===== src/rtl/cpu_trace_pkg.sv =====
// Shared types and record geometry for the commit-trace buffer.
//   - trace_state_t : capture FSM encoding
//   - rec_width()   : record width for a given XLEN
//   - trace_rec_t   : packed record view at the default XLEN
// Optional macro TRACE_MEM_EN prepends {mem_addr, mem_wdata} to every record.
package cpu_trace_pkg;

  typedef enum logic [1:0] {
    IDLE    = 2'd0,
    ARMED   = 2'd1,
    CAPTURE = 2'd2,
    DONE    = 2'd3
  } trace_state_t;

  localparam int TRACE_XLEN = 32;

`ifdef TRACE_MEM_EN
  localparam int MEM_FIELDS = 2;
`else
  localparam int MEM_FIELDS = 0;
`endif

  function automatic int rec_width(input int xlen);
    return (2 + MEM_FIELDS) * xlen + 32 + 8;
  endfunction

  localparam int TRACE_REC_W = rec_width(TRACE_XLEN);

  // Field offsets (LSB positions) at the default XLEN.
  localparam int STORE_BIT   = 0;
  localparam int LOAD_BIT    = 1;
  localparam int WB_BIT      = 2;
  localparam int RD_LSB      = 3;
  localparam int RD_DATA_LSB = 8;
  localparam int INST_LSB    = RD_DATA_LSB + TRACE_XLEN;
  localparam int PC_LSB      = INST_LSB + 32;

  typedef struct packed {
`ifdef TRACE_MEM_EN
    logic [TRACE_XLEN-1:0] mem_addr;
    logic [TRACE_XLEN-1:0] mem_wdata;
`endif
    logic [TRACE_XLEN-1:0] pc;
    logic [31:0]           inst;
    logic [TRACE_XLEN-1:0] rd_data;
    logic [4:0]            rd;
    logic                  wb;
    logic                  load;
    logic                  store;
  } trace_rec_t;

endpackage


===== src/rtl/trace_fifo.sv =====
// Synchronous FIFO with registered storage and combinational head read.
// Ports:
//   clk, rst (sync, active-high), clr (sync flush)
//   push/wr_data : write request; accepted when not full, or when full with a pop
//   pop          : read request; ignored while empty
//   rd_data      : head entry (don't-care while empty)
//   full, empty, level : status; level comes from a dedicated occupancy counter
module trace_fifo #(
  parameter  int WIDTH = 8,
  parameter  int DEPTH = 16,
  localparam int AW    = $clog2(DEPTH)
) (
  input  logic             clk,
  input  logic             rst,
  input  logic             clr,
  input  logic             push,
  input  logic [WIDTH-1:0] wr_data,
  input  logic             pop,
  output logic [WIDTH-1:0] rd_data,
  output logic             full,
  output logic             empty,
  output logic [AW:0]      level
);

  logic [WIDTH-1:0] mem [DEPTH];
  logic [AW-1:0]    wr_ptr;
  logic [AW-1:0]    rd_ptr;
  logic [AW:0]      count;
  logic             do_pop;
  logic             do_push;

  assign empty   = (count == '0);
  assign full    = (count == (AW+1)'(DEPTH));
  assign do_pop  = pop & ~empty;
  // A full FIFO still accepts a write when the head leaves in the same cycle.
  assign do_push = push & (~full | do_pop);
  assign rd_data = mem[rd_ptr];
  assign level   = count;

  always_ff @(posedge clk) begin
    if (rst || clr) begin
      wr_ptr <= '0;
      rd_ptr <= '0;
      count  <= '0;
    end else begin
      if (do_push) wr_ptr <= wr_ptr + 1'b1;
      if (do_pop)  rd_ptr <= rd_ptr + 1'b1;
      case ({do_push, do_pop})
        2'b10:   count <= count + 1'b1;
        2'b01:   count <= count - 1'b1;
        default: count <= count;
      endcase
    end
  end

  always_ff @(posedge clk) begin
    if (do_push) mem[wr_ptr] <= wr_data;
  end

endmodule


===== src/rtl/cpu_trace_buffer.sv =====
// Commit-trace capture block for the RV32 core.
// Samples retire-stage signals into a DEPTH-entry FIFO of trace records,
// with optional pc trigger, post-trigger commit limit, drop accounting and
// a valid/ready drain port.
// Ports:
//   clk, rst (sync, active-high)
//   commit_*        : retire-stage inputs; event = commit_valid & ~commit_stall
//   cfg_*           : session control (start/stop/clear pulses, trigger, limit)
//   out_valid/out_ready/out_data : drain port, head record
//   state, level, drop_cnt, overflow : status
// Optional macro TRACE_MEM_EN adds commit_mem_addr / commit_mem_wdata and
// prepends them to the record (zeroed for non-memory commits).
//
// state   | meaning
// IDLE    | no session; waiting for cfg_start
// ARMED   | waiting for a commit at cfg_trig_pc
// CAPTURE | pushing every commit event
// DONE    | session ended; FIFO kept, cfg_start restarts
module cpu_trace_buffer
  import cpu_trace_pkg::*;
#(
  parameter  int XLEN  = 32,
  parameter  int DEPTH = 16,
  parameter  int CNT_W = 16,
  localparam int REC_W = rec_width(XLEN),
  localparam int LVL_W = $clog2(DEPTH) + 1
) (
  input  logic             clk,
  input  logic             rst,
  input  logic             commit_valid,
  input  logic             commit_stall,
  input  logic [XLEN-1:0]  commit_pc,
  input  logic [31:0]      commit_inst,
  input  logic [4:0]       commit_rd,
  input  logic [XLEN-1:0]  commit_rd_data,
  input  logic             commit_wb,
  input  logic             commit_load,
  input  logic             commit_store,
`ifdef TRACE_MEM_EN
  input  logic [XLEN-1:0]  commit_mem_addr,
  input  logic [XLEN-1:0]  commit_mem_wdata,
`endif
  input  logic             cfg_start,
  input  logic             cfg_stop,
  input  logic             cfg_clear,
  input  logic             cfg_trig_en,
  input  logic [XLEN-1:0]  cfg_trig_pc,
  input  logic [CNT_W-1:0] cfg_post_cnt,
  output logic             out_valid,
  input  logic             out_ready,
  output logic [REC_W-1:0] out_data,
  output logic [1:0]       state,
  output logic [LVL_W-1:0] level,
  output logic [CNT_W-1:0] drop_cnt,
  output logic             overflow
);

  trace_state_t     state_q;
  logic [CNT_W-1:0] post_q;
  logic             evt;
  logic             push;
  logic             last_evt;
  logic             fifo_full;
  logic             fifo_empty;
  logic             drop;
  logic [REC_W-1:0] rec;

  assign evt  = commit_valid & ~commit_stall;
  assign push = evt & ((state_q == CAPTURE) ||
                       ((state_q == ARMED) && (commit_pc == cfg_trig_pc)));
  // This push is the one that reaches the configured post-trigger limit.
  assign last_evt = (cfg_post_cnt != '0) && ((post_q + 1'b1) == cfg_post_cnt);

`ifdef TRACE_MEM_EN
  logic mem_op;
  assign mem_op = commit_load | commit_store;
  assign rec = {mem_op ? commit_mem_addr  : {XLEN{1'b0}},
                mem_op ? commit_mem_wdata : {XLEN{1'b0}},
                commit_pc, commit_inst, commit_rd_data, commit_rd,
                commit_wb, commit_load, commit_store};
`else
  assign rec = {commit_pc, commit_inst, commit_rd_data, commit_rd,
                commit_wb, commit_load, commit_store};
`endif

  always_ff @(posedge clk) begin
    if (rst || cfg_clear) begin
      state_q <= IDLE;
      post_q  <= '0;
    end else begin
      if (push) post_q <= post_q + 1'b1;
      if (cfg_stop) begin
        if (state_q == ARMED || state_q == CAPTURE) state_q <= DONE;
      end else begin
        case (state_q)
          IDLE, DONE: begin
            if (cfg_start) begin
              state_q <= cfg_trig_en ? ARMED : CAPTURE;
              post_q  <= '0;
            end
          end
          ARMED: begin
            if (push) state_q <= last_evt ? DONE : CAPTURE;
          end
          CAPTURE: begin
            if (push && last_evt) state_q <= DONE;
          end
          default: state_q <= IDLE;
        endcase
      end
    end
  end

  trace_fifo #(
    .WIDTH (REC_W),
    .DEPTH (DEPTH)
  ) u_fifo (
    .clk     (clk),
    .rst     (rst),
    .clr     (cfg_clear),
    .push    (push),
    .wr_data (rec),
    .pop     (out_ready),
    .rd_data (out_data),
    .full    (fifo_full),
    .empty   (fifo_empty),
    .level   (level)
  );

  // Full with no pop in the same cycle is the only drop case.
  assign drop = push & fifo_full & ~out_ready;

  always_ff @(posedge clk) begin
    if (rst || cfg_clear) begin
      drop_cnt <= '0;
      overflow <= 1'b0;
    end else if (drop) begin
      overflow <= 1'b1;
      if (drop_cnt != '1) drop_cnt <= drop_cnt + 1'b1;
    end
  end

  assign out_valid = ~fifo_empty;
  assign state     = state_q;

endmodule

===== config.mk =====
export PLATFORM = sky130hd
export DESIGN_NAME = cpu_trace_buffer
export DESIGN_NICKNAME = d
export VERILOG_FILES = /design/src/rtl/cpu_trace_pkg.sv /design/src/rtl/trace_fifo.sv /design/src/rtl/cpu_trace_buffer.sv
export SDC_FILE = /design/constraint.sdc
export NUM_CORES = 1
export LEC_CHECK = 0
export BUFFER_PORTS_ARGS = -buffer_cell sky130_fd_sc_hd__buf_2
export CORE_MARGIN = 2
export CORE_UTILIZATION = 55
export DETAILED_ROUTE_END_ITERATION = 8
export GPL_TIMING_DRIVEN = 0
export PLACE_DENSITY = 0.73
export SKIP_LAST_GASP = 1
export SLEW_MARGIN = 5
export SYNTH_ARGS = -nofsm -noshare
export SYNTH_HDL_FRONTEND = slang
export SYNTH_SLANG_ARGS = --single-unit

===== constraint.sdc =====
create_clock -name clk -period 13.92 [get_ports clk]
set_input_delay 1.392 -clock clk [delete_from_list [all_inputs] [get_ports clk]]
set_output_delay 1.392 -clock clk [all_outputs]
set_load 0.01 [all_outputs]

==> metrics.md <==
| Metric | Value |
|---|---|
| Die height | 350 um |
| Port Buf Inserts | 289 |
| Reg clk slew, reported paths | 0.07 ns |
| Number of synthesized register bits | 1716 |
| DRC viols | 0 |
| Clock Path Buffers | 3 |
| Synth warnings | 0 |
| Synth Cell Area | ~0.066 sq mm |
| Critical-path cell list | clkbuf_1, clkbuf_1, clkbuf_1, mux4_2, mux4_2, buf_2 |
| TritonCTS clock tree | done |
| Area grow syn2layout | 16.3% |
| Synth cell types | 63 |
| Worst setup EP type | output port |
| Post-CTS setup buffer count | 0 |
| Clk sink count | about 1700 |
| Area leader, netlist | edfxtp_1 |
| Max frequency | approximately 0.16 GHz |
| Via Count | around 33000 |
| Initial Utilization | 55.6% |
| Met1 GRT Util | between 30% and 40% |
| Global placement routability congestion | between 0.8 and 0.9 |
| Setup crit start kind | flip-flop |
| Rel. slew slack | approximately 6% |
| H-tree depth | 4 |
| Syn nets | 2933 |
| Max-slew violation count | 0 |
| Crit path depth | 6 |
| Final core area utilization | 64.6% |
| Hold Slack | between 0.4 and 0.5 ns |
| Total GRT Usage | 27.5% |
| Gate power share | 1.7% |
| Period minus WS final | 6.26 ns |
| FF-to-FF setup slack | 9.30 ns |
| Synth area leaders | edfxtp_1, mux4_2, dfxtp_1, xnor2_1, clkbuf_1 |
| Leakage | 23.6 nW |
| Root buffer cell | clkbuf_16 |
| Power Internal | ~0.008 W |
| FILL cells | roughly 7500 |
| DP Wirelength | 104000 um |
| CP endpoint | out_data[92] |
| Hold buffer count at cts | 0 |
| Post-synth EDFFs | ~1700 |
| Sequential fraction of design power | a little under three fifths |
| Average via count per standard cell | between 6 and 7 |
| Worst Clk Skew | 0.0339 ns |
| Crit path top cell by count | clkbuf_1 |
| Endpoints failing hold | 0 |
| Sw Share | 19.8% |
| Worst Path Required | 12.53 ns |
| Final Cell Area | 0.0765 sq mm |
| Top-level I/O count | 290 |
| Drt pass-1 iters | 5 |
| Reg2reg path depth | 13 |
| CP max FO | 10 |
| GRT busiest layer | met2 |
| Max IR drop VDD | 0.126 mV |
| Status | completed |
| RSZ-0062 raised after global routing | no |
| Worst slew pin tran | about 1.4 ns |
| CORE AREA | 0.118 sq mm |
| Grt total ovfl | 0 |
| Synthesized instance count | approximately 2800 |
| Pwr Density | 131 mW/mm^2 |
| Switching power total | about 0.0020 W |
| Clock Latency Late Sink | about 0.8 ns |
| Area after DPL | between 0.07 and 0.08 sq mm |
| Max_cap viols | 0 |
| Drt initial violations | just over 4000 |
| Die width | approximately 350 um |
| Non-filler cells, final | 5088 |
| Total Wirelength | 165000 um |
| FFs w/ async S/R, synth | 0% |
| Std-Cell Rows | 126 |
| Post-Syn Area per Cell | roughly 24 sq um |
| Final Setup Violations | 0 |
| Vias in the first global route | 34000 |
| Slowest CP cell | clkbuf_1 |
| Crit path buf inv count | 4 |
| Post-synth top area share | 75.9% |
| GR Util met2 | 44.7% |
| Drt wl/cell | 32.5 um |
| Layout Nets | 3521 |
| Arrival @ worst endpoint | 4.87 ns |
| Layout cell share with drive strength beyond 1 | 34.6% |
| Worst R2R Start | state[1] |
| Placed cells | 4779 |
| CTS buffer count | 168 |
| Largest net degree at the start of global routing | 22 |
| Synth Flop Type | edfxtp_1 |
| Most common cell in the netlist | edfxtp_1 |
| Die ar. | 0.122 sq mm |
| First-pass GRT wire length | 236000 um |
| Worst min path class | reg2reg |
| Critical path's largest stage delay | 0.88 ns |
| Fin crit share | 45.0% |
| WS Path Type | reg2out |
| Worst R2R End | u_fifo.mem[1][44] |
| Met3 Usage GRT | 7.22% |
| Cell family with most CP delay | buffers and inverters |
| Clock power share | 41.8% |
| Antenna-violating nets left | 0 |
| Cells resized by post-CTS repair | 0 |
| Post-synthesis sequential area ratio | 77.5% |
| Initial antenna violation count | 20 |
| Most frequent cells after synthesis | edfxtp_1, mux4_2, clkbuf_1 |
-- state kept, by name, summed over array words and instances (netlist names), named ones only --
signal,cells
u_fifo.wr_ptr,4
u_fifo.mem,1664
drop_cnt,16
u_fifo.level,5
post_q,16
overflow,1
state,2
u_fifo.rd_ptr,4
-- power by group through the flow --
| stage | logic, W | clock network [W] | registers, W |
|---|---|---|---|
| finish | 0.000166 | 0.00418 | 0.00567 |
| global route | 0.000180 | 0.00441 | 0.00566 |
| CTS | 0.000165 | 0.00422 | 0.00567 |
| detailed placement | 0.000164 | 0 | 0.00578 |
| global placement | 0.000148 | 0 | 0.00578 |
| floorplan | 0.0000469 | 0 | 0.00578 |
-- how the worst min path moves through the flow --
stage                           end  slack, ns             start  depth (start not counted)
final                      overflow       0.49          overflow                          2
after global routing       overflow       0.53          overflow                          2
after CTS                  overflow       0.49          overflow                          2
after detailed placement   overflow       0.47          overflow                          2
after global placement     overflow       0.46          overflow                          2
after floorplan           flip-flop       0.46  u_fifo.rd_ptr[3]                          2
-- layer usage --
layer | routed length [um] | up-vias
met5 | 119 | -
met4 | 5720 | 20
met3 | 16600 | 329
met2 | 82700 | 2033
met1 | 60200 | 17300
li1 | - | 13100
-- cell type report --
cell class	count	area [sq um]	area share [%]
plain buffers	135	563	0.736
flip-flops and latches	1716	51000	66.6
clock buffers	213	4390	5.74
inverters	17	63.8	0.0834
clock inverters	85	582	0.760
well taps	1600	2000	2.62
diodes	11	27.5	0.0360
multi-input cells	893	14300	18.7
repair buffers	418	3620	4.72
-- metrics by stage --
stage	total power [W]	setup WS (ns)	setup TNS, ns
after detailed placement	0.00594	7.24	0
after CTS	0.0100	7.61	0
after floorplan	0.00583	3.49	0
after global placement	0.00593	-7.38	-4276.71
after global routing	0.0103	7.65	0
final	0.0100	7.66	0
-- worst min-delay path, delay by kind of cell (launching register included) --
kind          cells  cell delay (ns)
flops             1             0.31
simple gates      2             0.14
-- cell usage in the layout (no fill, tap or decap), drive strengths merged, types with 6 or more instances in the layout --
cell | synthesis | final
edfxtp | 1664 | 1664
mux4 | 520 | 520
buf | 42 | 460
clkbuf | 93 | 306
clkinv | 0 | 70
nor2 | 63 | 63
dfxtp | 52 | 52
xnor2 | 42 | 42
nand2 | 34 | 34
xor2 | 33 | 33
inv | 17 | 24
nand3 | 22 | 22
a21oi | 22 | 22
nor3 | 19 | 19
nand4 | 13 | 13
o21ai | 12 | 12
diode | 0 | 11
ha | 11 | 11
nand2b | 9 | 9
nor4 | 8 | 8
or4 | 8 | 8
or3 | 8 | 8
o31ai | 7 | 7
and4 | 7 | 7
and3 | 6 | 6
-- cell families after synthesis --
logic type	count (synthesis)	synth area share, %
AOI/OAI and AO/OA	68	0.709
xor gates and xnor gates	75	0.998
adders and majority gates	11	0.209
buffers and inverters	152	0.952
DFF	1716	77.5
muxes	525	17.9
and+or+nand+nor	214	1.75
Power figures use the tool's default switching activity.
